===== src/rtl/pool_tile_loader.sv =====
// Pool tile loader: packs a raster-order pixel stream into an NxN tile for the pooling stage.
// Optional two-bank build: define POOL_TILE_PINGPONG_EN to keep filling while a tile is held.

module pool_tile_bank #(
    parameter int DATA_W = 8,
    parameter int N      = 8,
    parameter int IDX_W  = 6
) (
    input  logic                  clk,
    input  logic                  rst,
    input  logic                  we,
    input  logic [IDX_W-1:0]      idx,
    input  logic [DATA_W-1:0]     din,
    output logic [N*N*DATA_W-1:0] dout
);
    logic [N*N-1:0][DATA_W-1:0] mem;

    always_ff @(posedge clk) begin
        if (rst)
            mem <= '0;
        else if (we)
            mem[idx] <= din;
    end

    assign dout = mem;
endmodule

module pool_tile_loader #(
    parameter int DATA_W  = 8,
    parameter int N       = 8,
    parameter int CNT_W   = 16,
    localparam int IDX_W  = $clog2(N*N)
) (
    input  logic                  clk,
    input  logic                  rst,
    input  logic [DATA_W-1:0]     pix_in,
    input  logic                  pix_valid,
    input  logic                  pix_sof,
    output logic                  pix_ready,
    output logic [N*N*DATA_W-1:0] tile_out,
    output logic                  tile_valid,
    input  logic                  tile_ready,
    output logic [CNT_W-1:0]      tile_count,
    output logic [IDX_W-1:0]      wr_idx
);
    localparam int NPIX = N * N;
    localparam int TW   = NPIX * DATA_W;

`ifdef POOL_TILE_PINGPONG_EN
    localparam int NB = 2;
    // HOLD: one bank presented while the other fills; BOTH: both banks full
    typedef enum logic [1:0] {FILL, HOLD, BOTH} state_t;
`else
    localparam int NB = 1;
    typedef enum logic {FILL, HOLD} state_t;
`endif

    state_t                 state, state_n;
    logic [IDX_W-1:0]       wr_idx_n;
    logic [CNT_W-1:0]       tile_count_n;
    logic                   pix_ready_n, tile_valid_n;
    logic                   accept, take, complete;
    logic [IDX_W-1:0]       wr_pos;
    logic [NB-1:0]          bank_we;
    logic [NB-1:0][TW-1:0]  bank_dout;
    logic [TW-1:0]          sel_tile;

    assign accept   = pix_valid && pix_ready;
    assign take     = tile_valid && tile_ready;
    // a start-of-tile beat restarts the tile, so it can never finish one
    assign complete = accept && !pix_sof && (wr_idx == IDX_W'(NPIX-1));
    assign wr_pos   = pix_sof ? '0 : wr_idx;

`ifdef POOL_TILE_PINGPONG_EN
    logic wr_bank, rd_bank;

    always_ff @(posedge clk) begin
        if (rst) begin
            wr_bank <= 1'b0;
            rd_bank <= 1'b0;
        end else begin
            if (complete) wr_bank <= ~wr_bank;
            if (take)     rd_bank <= ~rd_bank;
        end
    end

    assign bank_we  = {accept && wr_bank, accept && !wr_bank};
    assign sel_tile = bank_dout[rd_bank];
`else
    assign bank_we  = accept;
    assign sel_tile = bank_dout[0];
`endif

    generate
        for (genvar b = 0; b < NB; b++) begin : g_bank
            pool_tile_bank #(
                .DATA_W (DATA_W),
                .N      (N),
                .IDX_W  (IDX_W)
            ) u_bank (
                .clk  (clk),
                .rst  (rst),
                .we   (bank_we[b]),
                .idx  (wr_pos),
                .din  (pix_in),
                .dout (bank_dout[b])
            );
        end
    endgenerate

    // Gating keeps the bus at zero (and stable) whenever no tile is offered
    assign tile_out = sel_tile & {TW{tile_valid}};

    always_comb begin
        state_n      = state;
        wr_idx_n     = wr_idx;
        tile_count_n = tile_count;
        if (accept) begin
            if (pix_sof)
                wr_idx_n = IDX_W'(1);
            else if (complete)
                wr_idx_n = '0;
            else
                wr_idx_n = wr_idx + IDX_W'(1);
        end
        if (take)
            tile_count_n = tile_count + CNT_W'(1);
        case (state)
            FILL: if (complete) state_n = HOLD;
            HOLD: begin
`ifdef POOL_TILE_PINGPONG_EN
                if (complete && !take)
                    state_n = BOTH;
                else if (take && !complete)
                    state_n = FILL;
`else
                if (take)
                    state_n = FILL;
`endif
            end
`ifdef POOL_TILE_PINGPONG_EN
            BOTH: if (take) state_n = HOLD;
`endif
            default: state_n = FILL;
        endcase
`ifdef POOL_TILE_PINGPONG_EN
        pix_ready_n  = (state_n != BOTH);
`else
        pix_ready_n  = (state_n == FILL);
`endif
        tile_valid_n = (state_n != FILL);
    end

    always_ff @(posedge clk) begin
        if (rst) begin
            state      <= FILL;
            wr_idx     <= '0;
            tile_count <= '0;
            pix_ready  <= 1'b1;
            tile_valid <= 1'b0;
        end else begin
            state      <= state_n;
            wr_idx     <= wr_idx_n;
            tile_count <= tile_count_n;
            pix_ready  <= pix_ready_n;
            tile_valid <= tile_valid_n;
        end
    end
endmodule


===== config.mk =====
export PLATFORM = sky130hd
export DESIGN_NAME = pool_tile_loader
export DESIGN_NICKNAME = d
export VERILOG_FILES = /design/src/rtl/pool_tile_loader.sv
export SDC_FILE = /design/constraint.sdc
export NUM_CORES = 1
export LEC_CHECK = 0
export BUFFER_PORTS_ARGS = -buffer_cell sky130_fd_sc_hd__buf_2
export CAP_MARGIN = 20
export CORE_MARGIN = 3
export CORE_UTILIZATION = 56
export CTS_BUF_LIST = sky130_fd_sc_hd__clkbuf_8
export DETAILED_ROUTE_END_ITERATION = 8
export PLACE_DENSITY = 0.81
export SETUP_SLACK_MARGIN = 0.15
export SLEW_MARGIN = 30
export SYNTH_ARGS = -nofsm -noshare
export SYNTH_HDL_FRONTEND = slang
export SYNTH_HIERARCHICAL = 1
export SYNTH_SLANG_ARGS = --single-unit

===== constraint.sdc =====
create_clock -name clk -period 2 [get_ports clk]
set_input_delay 0.2 -clock clk [delete_from_list [all_inputs] [get_ports clk]]
set_output_delay 0.2 -clock clk [all_outputs]
set_load 0.03 [all_outputs]

# Word level (Yosys, flattened, before mapping)
# Index checks and enable logic that the tools add are counted.
[classes]
n_addsub = 2
order_cmp = 2
eq_ne = 1
mux = 9
bitwise_logic = 3
reduce_logical = 6
[op_table]
columns = ["cell", "n"]
rows = [
  ["512-bit bitwise AND", 1],
  ["512-bit bitwise mux", 1],
  ["8-bit demux with 6-bit select", 1],
  ["6-bit 2-to-1 mux", 3],
  ["16-bit by 1-bit adder with 16-bit output (second input constant)", 1],
  ["8-bit 2-to-1 mux", 1],
  ["6-bit by 7-bit < comparator with 1-bit output (second input constant)", 1],
  ["6-bit by 1-bit adder with 6-bit output (second input constant)", 1],
  ["6-bit == test (second input constant)", 1],
  ["6-bit by 1-bit >= comparator with 1-bit output (second input constant)", 1],
  ["1-bit logical AND", 5],
  ["1-bit 2-to-1 mux", 2],
  ["1-bit NOT", 2],
  ["1-bit one-hot mux with 2 select lines", 1],
  ["1-bit zero test", 1],
]
[totals]
regBits = 536
input_bits = 13
output_inout_bits = 536
word_cells = 91

# Longest topological paths before layout
# Gate-level depths: netlist of run 1.
[logic_depth]
word_depth = 6
depth_mapped = 6
mapped_depth_nobuf = 5

# Hierarchy
# Netlist of run 1, hierarchy kept.
[by_module_without_submodules]
columns = ["mod", "n_inst", "cells_each", "area_per_inst_um2", "seq_area_each_um2"]
rows = [
  ["pool_tile_bank", 1, 1764, 19779.0, 10249.8],
  ["pool_tile_loader", 1, 695, 4515.6, 480.5],
]

# Least setup slack after synthesis of run 1
# Ideal clock, no wire load.
[synth_timing]
path_type = "register to register"
startpoint = "reg wr_idx[0]"
endpoint = "reg g_bank[0].u_bank.mem, in the netlist g_bank[0].u_bank/dout[122]"
setup_ns = 0.132
arrival_time_ns = 1.865
required_ns = 1.868
setup_slack_ns = 0.003
path_stages_with_launch = 7
n_path_buf = 2
synth_period_minus_slack_ns = 1.997
cell_sequence = "dfxtp_1 nor2b_1 buf_2 and4_1 buf_2 nand2_2 mux2i_1"
[synth_via]
elab_chain_len = 6
elab_cells_between_ends = 7
cone_classes = "order compare (2); mux (4); reduce/logical (1)"
[synth_rtl]
columns = ["element", "line", "text"]
rows = [
  ["start, declared", "44", "output logic [IDX_W-1:0] wr_idx"],
  ["start signal, assigned", "163", "wr_idx <= wr_idx_n;"],
  ["6-bit 2-to-1 mux *", "72", "assign wr_pos = pix_sof ? '0 : wr_idx;"],
  ["named net wr_pos[0]", "63", "logic [IDX_W-1:0] wr_pos;"],
  ["6-bit by 7-bit < comparator with 1-bit output (not written as such) / 6-bit by 1-bit >= comparator with 1-bit output (equally long branches)", "22", "mem[idx] <= din;"],
  ["1-bit logical AND (not written as such)", "22", ""],
  ["8-bit 2-to-1 mux (not written as such)", "22", ""],
  ["8-bit demux with 6-bit select *", "--", ""],
  ["512-bit bitwise mux *", "22", ""],
  ["end signal, assigned by index", "22", ""],
  ["end, declared", "16", "logic [N*N-1:0][DATA_W-1:0] mem;"],
]
# The timed path passes the listed nets; every way through them passes the cells marked *.
# A chain may end at the register's enable or synchronous reset.

==> flow_summary.toml, run 1 <==
[outcome]
status = "finished, violations left"
violations = "negative setup slack"

[yosys]
ys_types = 42
ys.flop_type = "dfxtp_1"
ys_seq_area_share_pct = 44.2
async_flop_share_pct = 0
yosys_warnings = 6
synth-edff-count = 0
synth_area_mm2 = 0.0243
synth_fp_nets = 2474
ys_ff_latch = 536
syn_avg_cell_area_um2 = 9.88
synth_cells = 2459

[detailed_routing]
via_count = 20000
drt_iter0_drc = 1576
first_pass_iters = 5
route.detailed.drc = 0
avgRoutedWirePerCell_um = 22.6
ant_nets = 0
drt-total-wl_mm = 82.1
vias_per_cell = 5.51

[global_route]
grt_antenna_before_repair = 1
grt_max_degree = 145
grt_overflow_total = 0
grtUsageTotal_pct = 31.8
grt_pass1_wl_mm = 116
grt_pass1_vias = 20200

[cells_and_area]
drive_above_1_share_pct = 32.6
final_common_cell = "dfxtp_1"
final_cell_mix = "dfxtp_1 (531), nand2b_1 (513), mux2i_1 (512), and2_1 (358), buf_2 (198)"
syn_to_final_growth_pct = 32.8
fill_cells = 2727
nets = 3014
design_area_mm2 = 0.0323

[setup_path]
cpLargestDelayFamily = "buffers and inverters"
worstPathArrival_ns = 1.95
max_stage_delay_ns = 0.40
path_buf_inv = 3
critPathLaunchType = "register"
cp_cell_sequence = "buf_8 > bufbuf_16 > and2_1 > buf_4"
endpoint_kind = "output pin"
crit_slowest_cell = "dfxtp_4"
cp.required_ns = 1.80
worst-setup-path-type = "register to output pin"
worstPathMaxFanout = 19

[placed_design]
io_buffers = 548
dp_hpwl_mm = 48.6
dp_slack_ns = -0.192
placed_cell_area_mm2 = 0.0278
gp_congestion = 0.824

[min_path]
hold_path_class = "input port to register"

[sta]
final_hold_viol_count = 0
rsz0062_at_grt = "yes"
finalCriticalPeriod_ns = 2.15
max_slew_margin_pct = 57.3
fmax_mhz = 466
setup_viol = 219
slew_violations = 0
setup_ws_ns = -0.147
post-route-period-util_pct = 107
worst_pin_slew_ns = 0.640
holdWs_ns = 0.0882
fin_skew_ns = 0.0290

[clocking]
insertion_delay_ns = 0.66
cts_tree = "built"
cts_buffers = 86
cts_num_sinks = 536
htreeDepth = 3
clkSlewWorstSetupHoldPaths_ns = 0.06
cts_buffer_depth = 3
cts_root_buf = "clkbuf_8"

[flow_run]
cap_violations = 0

[floorplanning]
rows = 75
core_mm2 = 0.0424
die_w_um = 214
dieArea_mm2 = 0.0459
io_pins = 549
initial_utilization_pct = 57.3
die_h_um = 214

[pwr]
leakage_nw = 16.9
worst_ir_drop_vdd_mv = 0.520
p_per_area_mw_per_mm2 = 643
flip-flops by register name (all words and copies together) (netlist names):
signal and flops:
wr_idx 6, g_bank.u_bank/dout 512, state 1, tile_count 16, pix_ready 1
synth_stat cells, types with 2 or more instances:
library cell | n | area share [%]
clkbuf_1 | 162 | 2.5
xor2_1 | 10 | 0.36
nand2b_1 | 521 | 13
nand4_1 | 8 | 0.21
and4b_1 | 3 | 0.12
buf_1 | 9 | 0.14
o21ai_0 | 3 | 0.062
and4bb_2 | 3 | 0.15
nor3b_1 | 5 | 0.15
and2_1 | 514 | 13
and4_1 | 5 | 0.18
xnor2_1 | 4 | 0.14
nand2_1 | 17 | 0.26
and3_1 | 3 | 0.077
dfxtp_1 | 536 | 44
and3b_1 | 3 | 0.11
nor3_1 | 5 | 0.10
inv_1 | 3 | 0.046
nor2b_1 | 7 | 0.18
nand2_2 | 51 | 1.3
nor4b_4 | 2 | 0.20
nor2_1 | 16 | 0.25
a21oi_1 | 7 | 0.14
buf_4 | 4 | 0.12
nand3b_1 | 2 | 0.062
ha_1 | 2 | 0.10
or3_1 | 3 | 0.077
buf_2 | 21 | 0.43
nand4b_1 | 3 | 0.11
mux2i_1 | 512 | 21
nand3_1 | 4 | 0.082
tightest hold or removal path: cells and delay by family:
family | cells | cell delay, ns
buffers and inverters | 1 | 0.17
multiplexers | 1 | 0.11
AND/OR/NAND/NOR | 1 | 0.19
stage by stage:
step,TNS (ns),utilization [%],instances,power [mW]
final,-5.51,76.1,3635,20.7
after global routing,-25.22,76.1,3635,21.3
after CTS,-23.00,72.6,3618,20.8
after detailed placement,-4.66,65.6,3455,11.7
after global placement,-1.12,65.6,3455,11.7
after floorplan,0,-,2459,11.4
report_power, final:
part / leakage, nW / internal, mW / switching, mW
logic: 11.6 / 0.297 / 0.476
clock network: 0.961 / 4.91 / 4.35
registers: 4.32 / 10.7 / 0.0121
total: 16.9 / 15.9 / 4.84
path summary, 6_finish.rpt:
check                                           from                                       to  slack, ns  depth (start not counted)
max reg2reg                   wr_idx[3]$_SDFFE_PP0N_  g_bank[0].u_bank/dout[248]$_SDFFE_PP0P_       0.02                          4
min reg2reg  g_bank[0].u_bank/dout[115]$_SDFFE_PP0P_  g_bank[0].u_bank/dout[115]$_SDFFE_PP0P_       0.47                          2
min                                              rst  g_bank[0].u_bank/dout[447]$_SDFFE_PP0P_       0.09                          3
max                                 state$_SDFF_PP0_                            tile_out[297]      -0.15                          4
layout make-up:
type	instances	area, µm²	share of cell area [%]
Clock buffer	107	1470	4.56
Antenna cell	1	2.50	0.00776
Sequential cell	536	10700	33.3
Multi-Input combinational cell	1724	13300	41.1
Inverter	3	11.3	0.0349
Timing Repair Buffer	648	5860	18.2
Clock inverter	39	191	0.593
Tap cell	577	722	2.24
kinds of logic (layout without fill, tap and decap cells):
group / count (synthesis) / count (layout) / synth area share (%)
other: 0 / 1 / 0
buffers and inverters: 199 / 797 / 3.24
xor gates and xnor gates: 14 / 14 / 0.505
muxes: 513 / 513 / 21.1
and+or+nand+nor: 1181 / 1181 / 30.5
adders and majority gates: 2 / 2 / 0.103
AOI/OAI and AO/OA: 14 / 14 / 0.335
DFF: 536 / 536 / 44.2
routing by layer:
metal  part of all wire (%)  GRT usage (%)
met5                      0              0
met4                    4.8           15.9
met1                     40           38.6
met2                     48           52.8
met3                    7.7           8.06
timing repair:
item | CTS | global route
cloned | 7 | 13
endpoints found under the setup margin | 899 | 801
setup buffers | 6 | 3
hold buffers | 4 | 0
pin swaps | 8 | 0
resized for setup | 345 | 457
hold endpoints to repair | 7 | 0
(Power assumes the default switching activity.)
==> run 2: changes to the inputs <==
==> constraint.sdc (replaced) <==
create_clock -name clk -period 2 [get_ports clk]
set_input_delay 0.4 -clock clk [delete_from_list [all_inputs] [get_ports clk]]
set_output_delay 0.4 -clock clk [all_outputs]
set_load 0.03 [all_outputs]
==> run 2 against run 1 <==
Effect of this change:
- the flow still finishes with violations (negative setup slack)
- flip-flop and latch count did not move
- global-route usage fell by 0.25 points
- total power rose by 5.2%
- final cell count rose by 0.22%
- critical path depth rose by 1
- sequential share of layout area rose by 0.42 points
- setup slack got worse by 0.12 ns
- maximum frequency fell by 5.2%
- via count fell by 2.4%
- clock power rose by 11%
==> flow_summary.toml, run 2 (same netlist as run 1, synthesis figures left out) <==
[outcome]
status = "finished, violations left"
violations = "negative setup slack"

[sta]
slew_violations = 0
finalCriticalPeriod_ns = 2.26
fmax_mhz = 442
rsz0062_at_grt = "yes"
worst_pin_slew_ns = 0.589
setup_viol = 513
fin_skew_ns = 0.0290
post-route-period-util_pct = 113
max_slew_margin_pct = 60.7
final_hold_viol_count = 0
setup_ws_ns = -0.264

[setup_path]
critPathLaunch = "state$_SDFF_PP0_"
worst-setup-path-type = "register to output pin"
critPathLaunchType = "register"
regToRegStartpoint = "wr_idx[3]$_SDFFE_PP0N_"
worstPathArrival_ns = 1.86
endpoint_kind = "output pin"
worstPathMaxFanout = 18
cp.required_ns = 1.60

[placed_design]
dp_slack_ns = -0.112
gp_congestion = 0.861
placed_cell_area_mm2 = 0.0288
io_buffers = 548
dp_hpwl_mm = 50.5
placed_cells = 3477

[pwr]
leakage_nw = 17.1
finalPower_mw = 21.8
p_per_area_mw_per_mm2 = 685
worst_ir_drop_vdd_mv = 0.648

[global_route]
grtUsageTotal_pct = 31.6
grt_antenna_before_repair = 2
grt_max_degree = 93
grt_overflow_total = 0
grt_pass1_vias = 20200
grt_pass1_wl_mm = 116

[detailed_routing]
drt_iter0_drc = 1336
first_pass_iters = 5
avgRoutedWirePerCell_um = 21.1
drt-met1-wl_mm = 31.7
vias_per_cell = 5.37
route.detailed.drc = 0
ant_nets = 0
routed-wl-met3_mm = 5.44
drt-total-wl_mm = 76.8
top_layer = "met4"
wl_met2_mm = 36.4
via_count = 19600

[cells_and_area]
syn_to_final_growth_pct = 31.1
drive_above_1_share_pct = 43.6
regArea_mm2 = 0.0107
final_cell_mix = "dfxtp_1 (532), nand2b_1 (513), mux2i_1 (512), and2_2 (452), buf_2 (326)"
fill_cells = 2962
multi_input_area_mm2 = 0.0135
nets = 3014
design_area_mm2 = 0.0319
largest_register_ffs = 512
final_common_cell = "dfxtp_1"
fin_cells = 3643

[floorplanning]
rows = 75
initial_utilization_pct = 57.3
die_w_um = 214
io_pins = 549
die_h_um = 214
core_mm2 = 0.0424
dieArea_mm2 = 0.0459

[clocking]
cts_tree = "built"
cts_buffer_depth = 3
htreeDepth = 3
cts_hold_buf = 0
clkSlewWorstSetupHoldPaths_ns = 0.06
cts_num_sinks = 536
insertion_delay_ns = 0.64
cts_root_buf = "clkbuf_8"
cts_buffers = 88

[min_path]
hold_path_class = "input port to register"
hold_start = "tile_ready"

[flow_run]
cap_violations = 0
-- run 2: cell types whose count changed in the layout (fill, tap and decap cells not counted), sizes merged --
| cell | before | now |
|---|---|---|
| buf | 564 | 592 |
| bufbuf | 2 | 0 |
| bufinv | 1 | 5 |
| clkbuf | 185 | 171 |
| clkinv | 3 | 12 |
| clkinvlp | 4 | 3 |
| diode | 1 | 2 |
| dlygate4sd3 | 4 | 0 |
| inv | 34 | 21 |
-- run 2: metrics by stage --
stage               TNS [ns]  utilization (%)  hold WS, ns
floorplan                  0                -        0.444
global placement       -1.55             67.9        0.454
detailed placement     -5.06             67.9        0.461
CTS                  -131.49             74.1       0.0350
global route         -137.61             75.1       0.0806
finish               -101.25             75.1        0.107
-- run 2: worst max-delay path, cell delays in order, from the launching register on --
cell and delay, ns:
dfxtp_4 0.44, buf_4 0.17, buf_16 0.12, buf_8 0.14
and2_2 0.19, buf_4 0.16
-- run 2: worst paths after layout --
path	endpoint	slack (ns)	cells past startpoint
worst max-delay path	tile_out[86]	-0.26	5
worst max register to register	g_bank[0].u_bank/dout[212]$_SDFFE_PP0P_	0.06	4
worst min register to register	g_bank[0].u_bank/dout[45]$_SDFFE_PP0P_	0.47	2
worst min-delay path	tile_count[1]$_SDFFE_PP0P_	0.11	3
-- run 2: area by class of cell --
type	count	area share, %
inverter	3	0.0353
multi-input combinational	1724	42.2
sequential	536	33.7
antenna	2	0.0157
timing repair buffer	646	15.7
clock buffer	117	5.05
tap	577	2.27
clock inverter	38	0.943
-- run 2: power by group --
group | internal, mW | switching [mW]
registers | 10.7 | 0.0138
clock network | 5.86 | 4.46
logic | 0.319 | 0.475
-- run 2: timing repair --
action,in CTS,in global routing
buffers inserted,5,1
gates cloned,2,1
pin swaps,0,0
resized for setup,218,176
endpoints found under the setup margin,604,781
-- run 2: routing by layer --
metal | global-route usage [%] | vias to the layer above
li1 | - | 9031
met1 | 39.2 | 9600
met2 | 52.1 | 762
met3 | 7.51 | 168
met4 | 14.9 | 0
met5 | 0 | -
==> run 3: changes to the inputs <==
CORE_UTILIZATION = 40   (was 56)
PLACE_DENSITY = 0.61   (was 0.81)
SKIP_LAST_GASP = 1   (was not set)
==> run 3 against run 2 <==
Effect of this change:
- the flow still finishes with violations (negative setup slack)
- sequential share of layout area grew 0.19 points
- sequential power is essentially flat
- die area grew 39%
- utilization shrank 22 points
- global-route usage shrank 7.7 points
- flip-flop and latch count is the same
- total power shrank 2.9%
- clock power shrank 7%
- maximum frequency shrank 2.6%
- clock skew shrank 0.0043 ns
- first-iteration DRC count shrank 34%
- critical path depth shrank 1
- critical endpoint is now tile_out[277]
- largest power group unchanged
==> flow_summary.toml, run 3 (same netlist as run 1, synthesis figures left out) <==
[pwr]
worst_ir_drop_vdd_mv = 0.419
finalPower_mw = 21.2
leakage_nw = 17.2
p_per_area_mw_per_mm2 = 669

[global_route]
grt_overflow_total = 0
grt_max_degree = 108
grt_pass1_wl_mm = 118
grt_antenna_before_repair = 3
grtUsageTotal_pct = 23.9
grt_pass1_vias = 19500

[clocking]
cts_root_buf = "clkbuf_8"
clkSlewWorstSetupHoldPaths_ns = 0.06
cts_buffers = 92
cts_tree = "built"
cts_buffer_depth = 3
insertion_delay_ns = 0.68
htreeDepth = 3
cts_num_sinks = 536

[cells_and_area]
fin_cells = 3852
final_cell_mix = "dfxtp_1 (532), nand2b_1 (513), mux2i_1 (512), buf_2 (475), and2_2 (443)"
largest_register_ffs = 512
drive_above_1_share_pct = 42.9
insertedDiodeCount = 0
multi_input_area_mm2 = 0.0135
final_util_pct = 53.2
regArea_mm2 = 0.0107
fill_cells = 5416
syn_to_final_growth_pct = 30.4
final_common_cell = "dfxtp_1"
nets = 3027

[sta]
setup_viol = 520
slew_violations = 0
max_slew_margin_pct = 69.9
post-route-period-util_pct = 116
finalCriticalPeriod_ns = 2.32
setup_ws_ns = -0.324
worst_pin_slew_ns = 0.450
holdWs_ns = 0.0776
final_hold_viol_count = 0
rsz0062_at_grt = "yes"
setup_tns_ns = -132.37
fmax_mhz = 430
fin_skew_ns = 0.0246

[detailed_routing]
route.detailed.drc = 0
ant_nets = 0
first_pass_iters = 5
avgRoutedWirePerCell_um = 20.7
drt-total-wl_mm = 79.8
via_count = 18900
vias_per_cell = 4.91
drt_iter0_drc = 883

[setup_path]
r2r_setup_slack_ns = -0.02
worst-setup-path-type = "register to output pin"
worstPathArrival_ns = 1.92
cp.required_ns = 1.60
r2r-end = "g_bank[0].u_bank/dout[225]$_SDFFE_PP0P_"
worstPathMaxFanout = 45
critPathLaunchType = "register"
regToRegStartpoint = "wr_idx[2]$_SDFFE_PP0N_"
ff2ff_path_depth = 5
endpoint_kind = "output pin"

[min_path]
hold_path_class = "input port to register"
hold_start = "pix_valid"
hold-path-endpoint = "wr_idx[1]$_SDFFE_PP0N_"
hold-path-cell-count = 4

[floorplanning]
rows = 89
die_w_um = 252
core_mm2 = 0.0596
die_h_um = 252
dieArea_mm2 = 0.0637
io_pins = 549
initial_utilization_pct = 40.8

[outcome]
status = "finished, violations left"
violations = "negative setup slack"

[placed_design]
gp_congestion = 0.781
dp_hpwl_mm = 52.4
placed_cells = 3670
io_buffers = 548

[flow_run]
cap_violations = 0
run 3: changes by cell type in the layout (fill, tap and decap cells not counted), moves of 5 or more:
cell       before  now
nand2b_4        2    8
and2_1         40   52
inv_1          21   37
bufinv_16       5    0
buf_2         326  475
nand2b_2        6    0
buf_4         118   59
clkbuf_4       53   27
and2_2        452  443
clkbuf_16       1    6
buf_6         104   33
run 3: worst max-delay path, cell delays in order (launching register included):
cell	delay, ns
dfxtp_4	0.41
buf_12	0.19
buf_16	0.20
and2_2	0.19
buf_2	0.21
run 3: metrics by stage:
stage	worst slack, ns	instance area [µm²]
detailed placement	-0.214	29100
global route	-0.392	31700
floorplan	0.0646	24900
finish	-0.324	31700
global placement	-0.213	29100
CTS	-0.372	31300
run 3: repair_timing:
| action | 4_1_cts | 5_1_grt |
|---|---|---|
| gates resized for setup | 68 | 82 |
| gates cloned | 5 | 7 |
| buffers inserted | 5 | 3 |
| hold buffers | 1 | 0 |
| endpoints found under the hold margin | 1 | 0 |
| setup endpoints to repair | 550 | 793 |
run 3: worst max-delay path by stage:
| stage | slack [ns] | from | cells after the start | end |
|---|---|---|---|---|
| finish | -0.32 | state$_SDFF_PP0_ | 4 | tile_out[277] |
| global route | -0.39 | state$_SDFF_PP0_ | 4 | tile_out[235] |
| CTS | -0.37 | state$_SDFF_PP0_ | 4 | tile_out[27] |
| detailed placement | -0.21 | pix_sof | 6 | g_bank[0].u_bank/dout[224]$_SDFFE_PP0P_ |
| global placement | -0.21 | pix_sof | 6 | g_bank[0].u_bank/dout[230]$_SDFFE_PP0P_ |
| floorplan | 0.06 | pix_ready$_SDFF_PP1_ | 5 | g_bank[0].u_bank/dout[58]$_SDFFE_PP0P_ |
run 3: report_power, final:
part	internal, mW	total [mW]	switching, mW
Combinational	0.336	0.841	0.506
Sequential	10.7	10.7	0.0116
Clock	5.11	9.63	4.52
run 3: layout make-up:
type / count / share of cell area [%]
Multi-Input combinational cell: 1724 / 42.5
Sequential cell: 536 / 33.9
Timing Repair Buffer: 655 / 14.9
Clock buffer: 114 / 4.95
Tap cell: 773 / 3.05
Clock inverter: 47 / 0.656
Inverter: 3 / 0.0355
run 3: routing by layer:
layer / up-vias / share of wire (%) / track usage, %
met4: 2 / 2.3 / 7.38
met1: 9265 / 44 / 30.7
met3: 104 / 6.5 / 5.91
li1: 9029 / - / -
met2: 517 / 47 / 39.6
met5: - / 0.016 / 0
